==> src/rtl/wb_ctrl_pkg.sv <==
// Shared pipeline package for the writeback stage.
//   DATA_W      : datapath width
//   REG_AW      : register address width
//   wb_state_t  : writeback controller state
//   wb_bundle_t : register-file write bundle, reused for the forwarding port
package wb_ctrl_pkg;

  localparam int DATA_W = 16;
  localparam int REG_AW = 3;

  typedef enum logic [0:0] {
    IDLE      = 1'b0,
    LOAD_WAIT = 1'b1
  } wb_state_t;

  typedef struct packed {
    logic              we;
    logic [REG_AW-1:0] addr;
    logic [DATA_W-1:0] data;
  } wb_bundle_t;

endpackage

==> src/rtl/wb_ctrl.sv <==
// Writeback controller: producer end of the forwarding path.
// Accepts one completed instruction per cycle from EX, drives the register
// file write port and publishes the same write as the forwarding source.
// Loads stall EX until the memory response arrives or the wait times out.
//
// Ports:
//   clk, rst                  clock (rising edge), synchronous active-high reset
//   ex_valid / ex_ready       EX handshake; ex_ready is a decode of state only
//   ex_wen, ex_is_load        instruction writes a register / result from memory
//   ex_dst, ex_result         destination and ALU result
//   flush                     kill the pending instruction (wins over all else)
//   mem_rvalid, mem_rdata     load response
//   rf_we, rf_waddr, rf_wdata register-file write port (registered)
//   fwd_valid/dst/data        forwarding source, always identical to rf_*
//   err                       one-cycle pulse: load timeout or stray response
//   dbg_state                 current controller state
//
// Handshake: an instruction transfers on a rising edge where
// ex_valid & ex_ready & !flush; ex_ready never depends on ex_valid.
module wb_ctrl
  import wb_ctrl_pkg::*;
#(
  parameter int LOAD_TIMEOUT = 15
) (
  input  logic              clk,
  input  logic              rst,
  input  logic              ex_valid,
  output logic              ex_ready,
  input  logic              ex_wen,
  input  logic              ex_is_load,
  input  logic [REG_AW-1:0] ex_dst,
  input  logic [DATA_W-1:0] ex_result,
  input  logic              flush,
  input  logic              mem_rvalid,
  input  logic [DATA_W-1:0] mem_rdata,
  output logic              rf_we,
  output logic [REG_AW-1:0] rf_waddr,
  output logic [DATA_W-1:0] rf_wdata,
  output logic              fwd_valid,
  output logic [REG_AW-1:0] fwd_dst,
  output logic [DATA_W-1:0] fwd_data,
  output logic              err,
  output wb_state_t         dbg_state
);

  localparam int CNT_W = $clog2(LOAD_TIMEOUT + 1);
  localparam logic [CNT_W-1:0] CNT_MAX = CNT_W'(LOAD_TIMEOUT);

  wb_state_t         r_state,  w_state_nx;
  logic [CNT_W-1:0]  r_cnt,    w_cnt_nx;
  logic [REG_AW-1:0] r_ld_dst, w_ld_dst_nx;
  wb_bundle_t        r_wb,     w_wb_nx;
  logic              r_err,    w_err_nx;

  always_ff @(posedge clk) begin
    if (rst) begin
      r_state  <= IDLE;
      r_cnt    <= '0;
      r_ld_dst <= '0;
      r_wb     <= '0;
      r_err    <= 1'b0;
    end else begin
      r_state  <= w_state_nx;
      r_cnt    <= w_cnt_nx;
      r_ld_dst <= w_ld_dst_nx;
      r_wb     <= w_wb_nx;
      r_err    <= w_err_nx;
    end
  end

  always_comb begin
    // Address/data hold when no write happens; only the enable drops.
    w_state_nx  = r_state;
    w_cnt_nx    = r_cnt;
    w_ld_dst_nx = r_ld_dst;
    w_wb_nx     = r_wb;
    w_wb_nx.we  = 1'b0;
    w_err_nx    = 1'b0;
    ex_ready    = (r_state == IDLE);

    if (flush) begin
      // Drops any same-cycle instruction or load data, and raises no err.
      w_state_nx = IDLE;
      w_cnt_nx   = '0;
    end else begin
      case (r_state)
        IDLE: begin
          if (mem_rvalid) w_err_nx = 1'b1;
          if (ex_valid && ex_wen) begin
            if (ex_is_load) begin
              w_ld_dst_nx = ex_dst;
              w_cnt_nx    = '0;
              w_state_nx  = LOAD_WAIT;
            end else begin
              w_wb_nx.we   = 1'b1;
              w_wb_nx.addr = ex_dst;
              w_wb_nx.data = ex_result;
            end
          end
        end
        LOAD_WAIT: begin
          if (mem_rvalid) begin
            w_wb_nx.we   = 1'b1;
            w_wb_nx.addr = r_ld_dst;
            w_wb_nx.data = mem_rdata;
            w_state_nx   = IDLE;
            w_cnt_nx     = '0;
          end else if (r_cnt == CNT_MAX) begin
            w_err_nx   = 1'b1;
            w_state_nx = IDLE;
            w_cnt_nx   = '0;
          end else begin
            w_cnt_nx = r_cnt + 1'b1;
          end
        end
        default: begin
          w_state_nx = IDLE;
          w_cnt_nx   = '0;
        end
      endcase
    end
  end

  assign rf_we     = r_wb.we;
  assign rf_waddr  = r_wb.addr;
  assign rf_wdata  = r_wb.data;
  assign fwd_valid = r_wb.we;
  assign fwd_dst   = r_wb.addr;
  assign fwd_data  = r_wb.data;
  assign err       = r_err;
  assign dbg_state = r_state;

endmodule
==> config.mk <==
export PLATFORM = sky130hd
export DESIGN_NAME = wb_ctrl
export DESIGN_NICKNAME = d
export VERILOG_FILES = /design/src/rtl/wb_ctrl_pkg.sv /design/src/rtl/wb_ctrl.sv
export SDC_FILE = /design/constraint.sdc
export NUM_CORES = 1
export LEC_CHECK = 0
export CAP_MARGIN = 20
export CORE_ASPECT_RATIO = 0.9
export CORE_MARGIN = 3
export CORE_UTILIZATION = 37
export CTS_BUF_LIST = sky130_fd_sc_hd__clkbuf_4
export DETAILED_ROUTE_END_ITERATION = 8
export PLACE_DENSITY = 0.81
export RECOVER_POWER = 50
export SETUP_SLACK_MARGIN = 0.2
export SYNTH_ARGS = -nofsm -noshare
export SYNTH_HDL_FRONTEND = slang
export SYNTH_SLANG_ARGS = --single-unit
export TNS_END_PERCENT = 10
==> constraint.sdc <==
create_clock -name clk -period 1.23 [get_ports clk]
set_input_delay 0.1845 -clock clk [delete_from_list [all_inputs] [get_ports clk]]
set_output_delay 0.1845 -clock clk [all_outputs]
set_load 0.01 [all_outputs]
# == Yosys cells after proc, flatten, opt, wreduce, memory -nomap -nowiden ==
# Cells that the tools add are included.
# W data, S select, Z words.
# classes
muxes,18
addsub,1
n_bitwise,2
reduce_logical,5
eq_ne,5
# op_table
operator,count
$mux W20,3
$pmux W20 S2,1
$mux W4,4
$pmux W4 S2,1
$reduce_and A4 Y1,2
$mux W1,7
$add A4 B1 Y4 const B,1
$eq A4 B4 Y1 const B,1
$ne A2 B1 Y1 const B,2
$ne A2 B2 Y1 const B,2
$pmux W1 S2,2
$not A1 Y1,2
$reduce_and A2 Y1,1
$reduce_or A2 Y1,1
$logic_and A1 B1 Y1,1
# word_totals
reg_bits,29
inputBits,42
word_cells,38
out_inout_bits,43

# == Logic depth before layout (Yosys ltp) ==
# logic_depth
depth_word,4
mapped_depth,5
depth_no_buf,4

# == Worst setup path before layout ==
# OpenSTA, ideal clock, no wires.
# synth_path
path_kind,register to register
start,register r_state (netlist: dbg_state)
end,register r_wb (netlist bit fwd_data[13])
required_ps,1105
n_path_buf,2
slack_ps,-108
arrival_ps,1214
setup_time_ps,125
path_stages_with_launch,6
period_less_slack_ps,1338
cell_sequence,dfxtp_1 and4bb_4 buf_6 buf_6 o311ai_2 a21oi_1
# synth_via
elab_chain_len,3
elab_cells_between_ends,6
classes_between,eq/ne (3); mux (1); bitwise (1); reduce/logical (1)
# synth_lines
element,line_no,rtl
"start, declared",wb_ctrl.sv:49,"wb_state_t r_state, w_state_nx;"
"start signal, assigned",wb_ctrl.sv:63,r_state <= w_state_nx;
$not A1 Y1 (no source line),n/a,
$ne A2 B2 Y1 (no source line) or $ne A2 B1 Y1 (tied branches),n/a,
$reduce_and A4 Y1 (no source line),n/a,
"end signal, assigned",wb_ctrl.sv:66,r_wb <= w_wb_nx;
"end, declared",wb_ctrl.sv:52,"wb_bundle_t r_wb, w_wb_nx;"
# Several ways; a longest one is shown, not always the timed one.
# A chain may end at the register's enable or synchronous reset.

# == Worst setup path after layout ==
# layout_path
start,register r_state (netlist: dbg_state)
end,register r_wb (netlist bit fwd_data[12])
# Same word-level chain as after synthesis.

==> results.yml <==
logic_synthesis:
  synth_area_um2: 1609
  ys_warn_count: 0
  ys_types: 30
  ys_seq_area_share_pct: 36.08
  avgSynthCellArea_um2: 8.841
  async_flop_share_pct: 0
  ys_seq_elements: 29
  synth_edf_count: 0
  synth.area.top_cells: "dfxtp_1, buf_4, a22oi_1, o311ai_0, a21oi_1"
  synth_top_cell_area_share_pct: 36.08
  yosys.area.top_type: "dfxtp_1"
  syn_inst: 182
  synthFlopType: "dfxtp_1"
  synth_commonest_cells: "dfxtp_1, a21oi_1, buf_4, a22oi_1, nand2b_1"
  postSynthNetCount: 225
  synth_most_common_cell: "dfxtp_1"
job:
  cap_violations: 0
finish:
  finalNetCount: 307
  multi_input_area_um2: 912.1
  drive_gt1_share_pct: 37.74
  fillCellCount: 366
  regArea_um2: 609.3
  final_area_um2: 2663
  diodes: 0
  synthToLayoutAreaGrowth_pct: 65.47
run_status:
  outcome: "complete, but fails checks"
  violations: "negative setup slack"
worst_hold_path:
  whs_endpoint: "err"
  hold_class: "in -> reg"
  min_from: "mem_rvalid"
  holdPathStages: 3
drt:
  via_count: 1685
  avgViaCountPerCell: 5.383
  drc_errors: 0
  drt_iter0_drc: 39
  wl_um: 4735
  avgRoutedWirePerCell_um: 15.13
  ant_nets: 0
  drt-pass1-iter-count: 4
cts:
  cts.sinks: 29
  cts_hold_buf: 0
  clock_path_buffers: 2
  insertion_delay_ns: 0.32
  cts_buffers: 5
  ctsRootBufferMaster: "clkbuf_4"
  cts_tree: "yes"
  htree_levels: 2
  clk_pin_slew_worst_paths_ns: 0.09
power:
  leakagePower_uw: 0.001072
  p_per_area_nw_per_um2: 724.7
  ir_worst_vdd_v: 0.0004577
sta:
  fin_crit_ns: 1.245
  max_slew_margin_pct: 82.66
  slew_violations: 0
  timing.hold.ws_ns: 0.1995
  rsz0062_at_grt: "true"
  layout_setup_ws_ns: -0.01523
  fmax_mhz: 803.1
  finalClockSkew_ns: 0.01084
  worst_slew_pin_slew_ns: 0.2560
  min_period_over_period_pct: 101.2
  setup_violations: 2
  hold_violations: 0
critical_path:
  crit_type: "reg -> reg"
  cp_max_fo: 20
  timing.rr.start: "dbg_state"
  cp_data_required_time_ns: 1.47
  crit_path_end_kind: "flip-flop"
  ff2ff_setup_slack_ns: -0.02
  critPathArrivalTime_ns: 1.48
  r2r-end: "fwd_data[12]"
  r2r.worst_path.cells: 4
  critPathLaunch: "dbg_state"
  start_kind: "flip-flop"
place:
  place_ws_ns: -0.4943
  dp_hpwl_um: 3273
  port_buffers: 84
  dpl_cell_area_um2: 2512
  gp_congestion: 0.8375
die:
  die_area_um2: 5177
  coreArea_um2: 4129
  die_w_um: 75.51
  fp.dieH_um: 68.56
  initial_core_util_pct: 38.97
  io_pins: 85
  num_rows: 22
grt:
  grt_pass1_vias: 1613
  grt.total_usage_pct: 17.31
  grt_max_degree: 33
  grt_first_pass_wirelength_um: 6879
  grt_overflow: 0
  antenna_found_initial: 0
[final cells by class]
cell class	instances	area share (%)
Multi-Input combinational cell	117	34.26
Clock buffer	5	1.410
Clock inverter	3	0.4699
Tap cell	48	2.256
Timing Repair Buffer	108	38.30
Inverter	3	0.4229
Sequential cell	29	22.89
[critical path, cell delays in order (launching register included)]
cell      delay (ns)
dfxtp_4         0.37
and4bb_4        0.37
buf_12          0.18
o311ai_2        0.12
a21oi_1         0.14
[power breakdown]
group / switching, uW / leakage, uW / internal (uW)
sequential: 23.3 / 0.000243 / 957
combinational: 175 / 0.000798 / 250
clock: 318 / 0.0000300 / 206
total: 516 / 0.00107 / 1410
[layer usage]
| layer | wire (um) | GRT usage (%) | vias up |
|---|---|---|---|
| li1 | - | - | 842 |
| met1 | 2014 | 19.51 | 785 |
| met2 | 2366 | 31.03 | 53 |
| met3 | 311 | 4.928 | 5 |
| met4 | 42 | 6.114 | 0 |
| met5 | 0 | 0 | - |
[layout by cell type (no fill, tap or decap), types with 3 or more instances in the layout]
cell type	n
nand2_1	5
nand2b_1	20
a22oi_2	6
o311ai_1	9
o311ai_2	10
dlygate4sd2_1	11
dfxtp_4	4
a22oi_1	14
dfxtp_1	14
nand3_1	5
buf_12	5
clkbuf_2	10
inv_1	3
buf_6	15
dfxtp_2	11
clkbuf_4	5
buf_2	7
clkdlybuf4s50_1	37
a21oi_1	26
buf_4	17
[worst max-delay path by stage]
stage / end / cells after the start
after floorplan: fwd_data[13] / 5
after CTS: fwd_data[15] / 5
final: fwd_data[12] / 4
after global placement: fwd_data[4] / 5
after detailed placement: fwd_data[4] / 5
after global routing: fwd_data[12] / 4
[state kept, by name (all words and copies together), names as in the netlist]
signal / count
fwd_dst: 3
fwd_data: 16
fwd_valid: 1
r_ld_dst: 3
err: 1
r_cnt: 4
dbg_state: 1
[through the flow]
step           instances  util, %  setup TNS [ns]  total power, uW
2_1_floorplan        182        -               0             1160
3_3_place_gp         302    60.85          -9.296             1406
3_5_place_dp         302    60.85          -10.04             1411
4_1_cts              312    60.64               0             1919
5_1_grt              313    64.48         -0.4936             2034
6_report             313    64.48        -0.02011             1930
[cells by family after synthesis]
logic type / share of synthesized area (%)
flip-flops: 36.08
adder cells (fa/ha/maj): 0.7775
AO/OA/AOI/OAI: 32.04
AND/OR/NAND/NOR: 16.18
buffers and inverters: 14.93
[what timing repair did]
action / CTS / global route
setup buffers: 2 / 0
cloned: 0 / 1
setup endpoints to repair: 71 / 67
gates resized for setup: 87 / 121
pin swaps: 0 / 15
No activity file was read; power rests on OpenSTA's default activity.
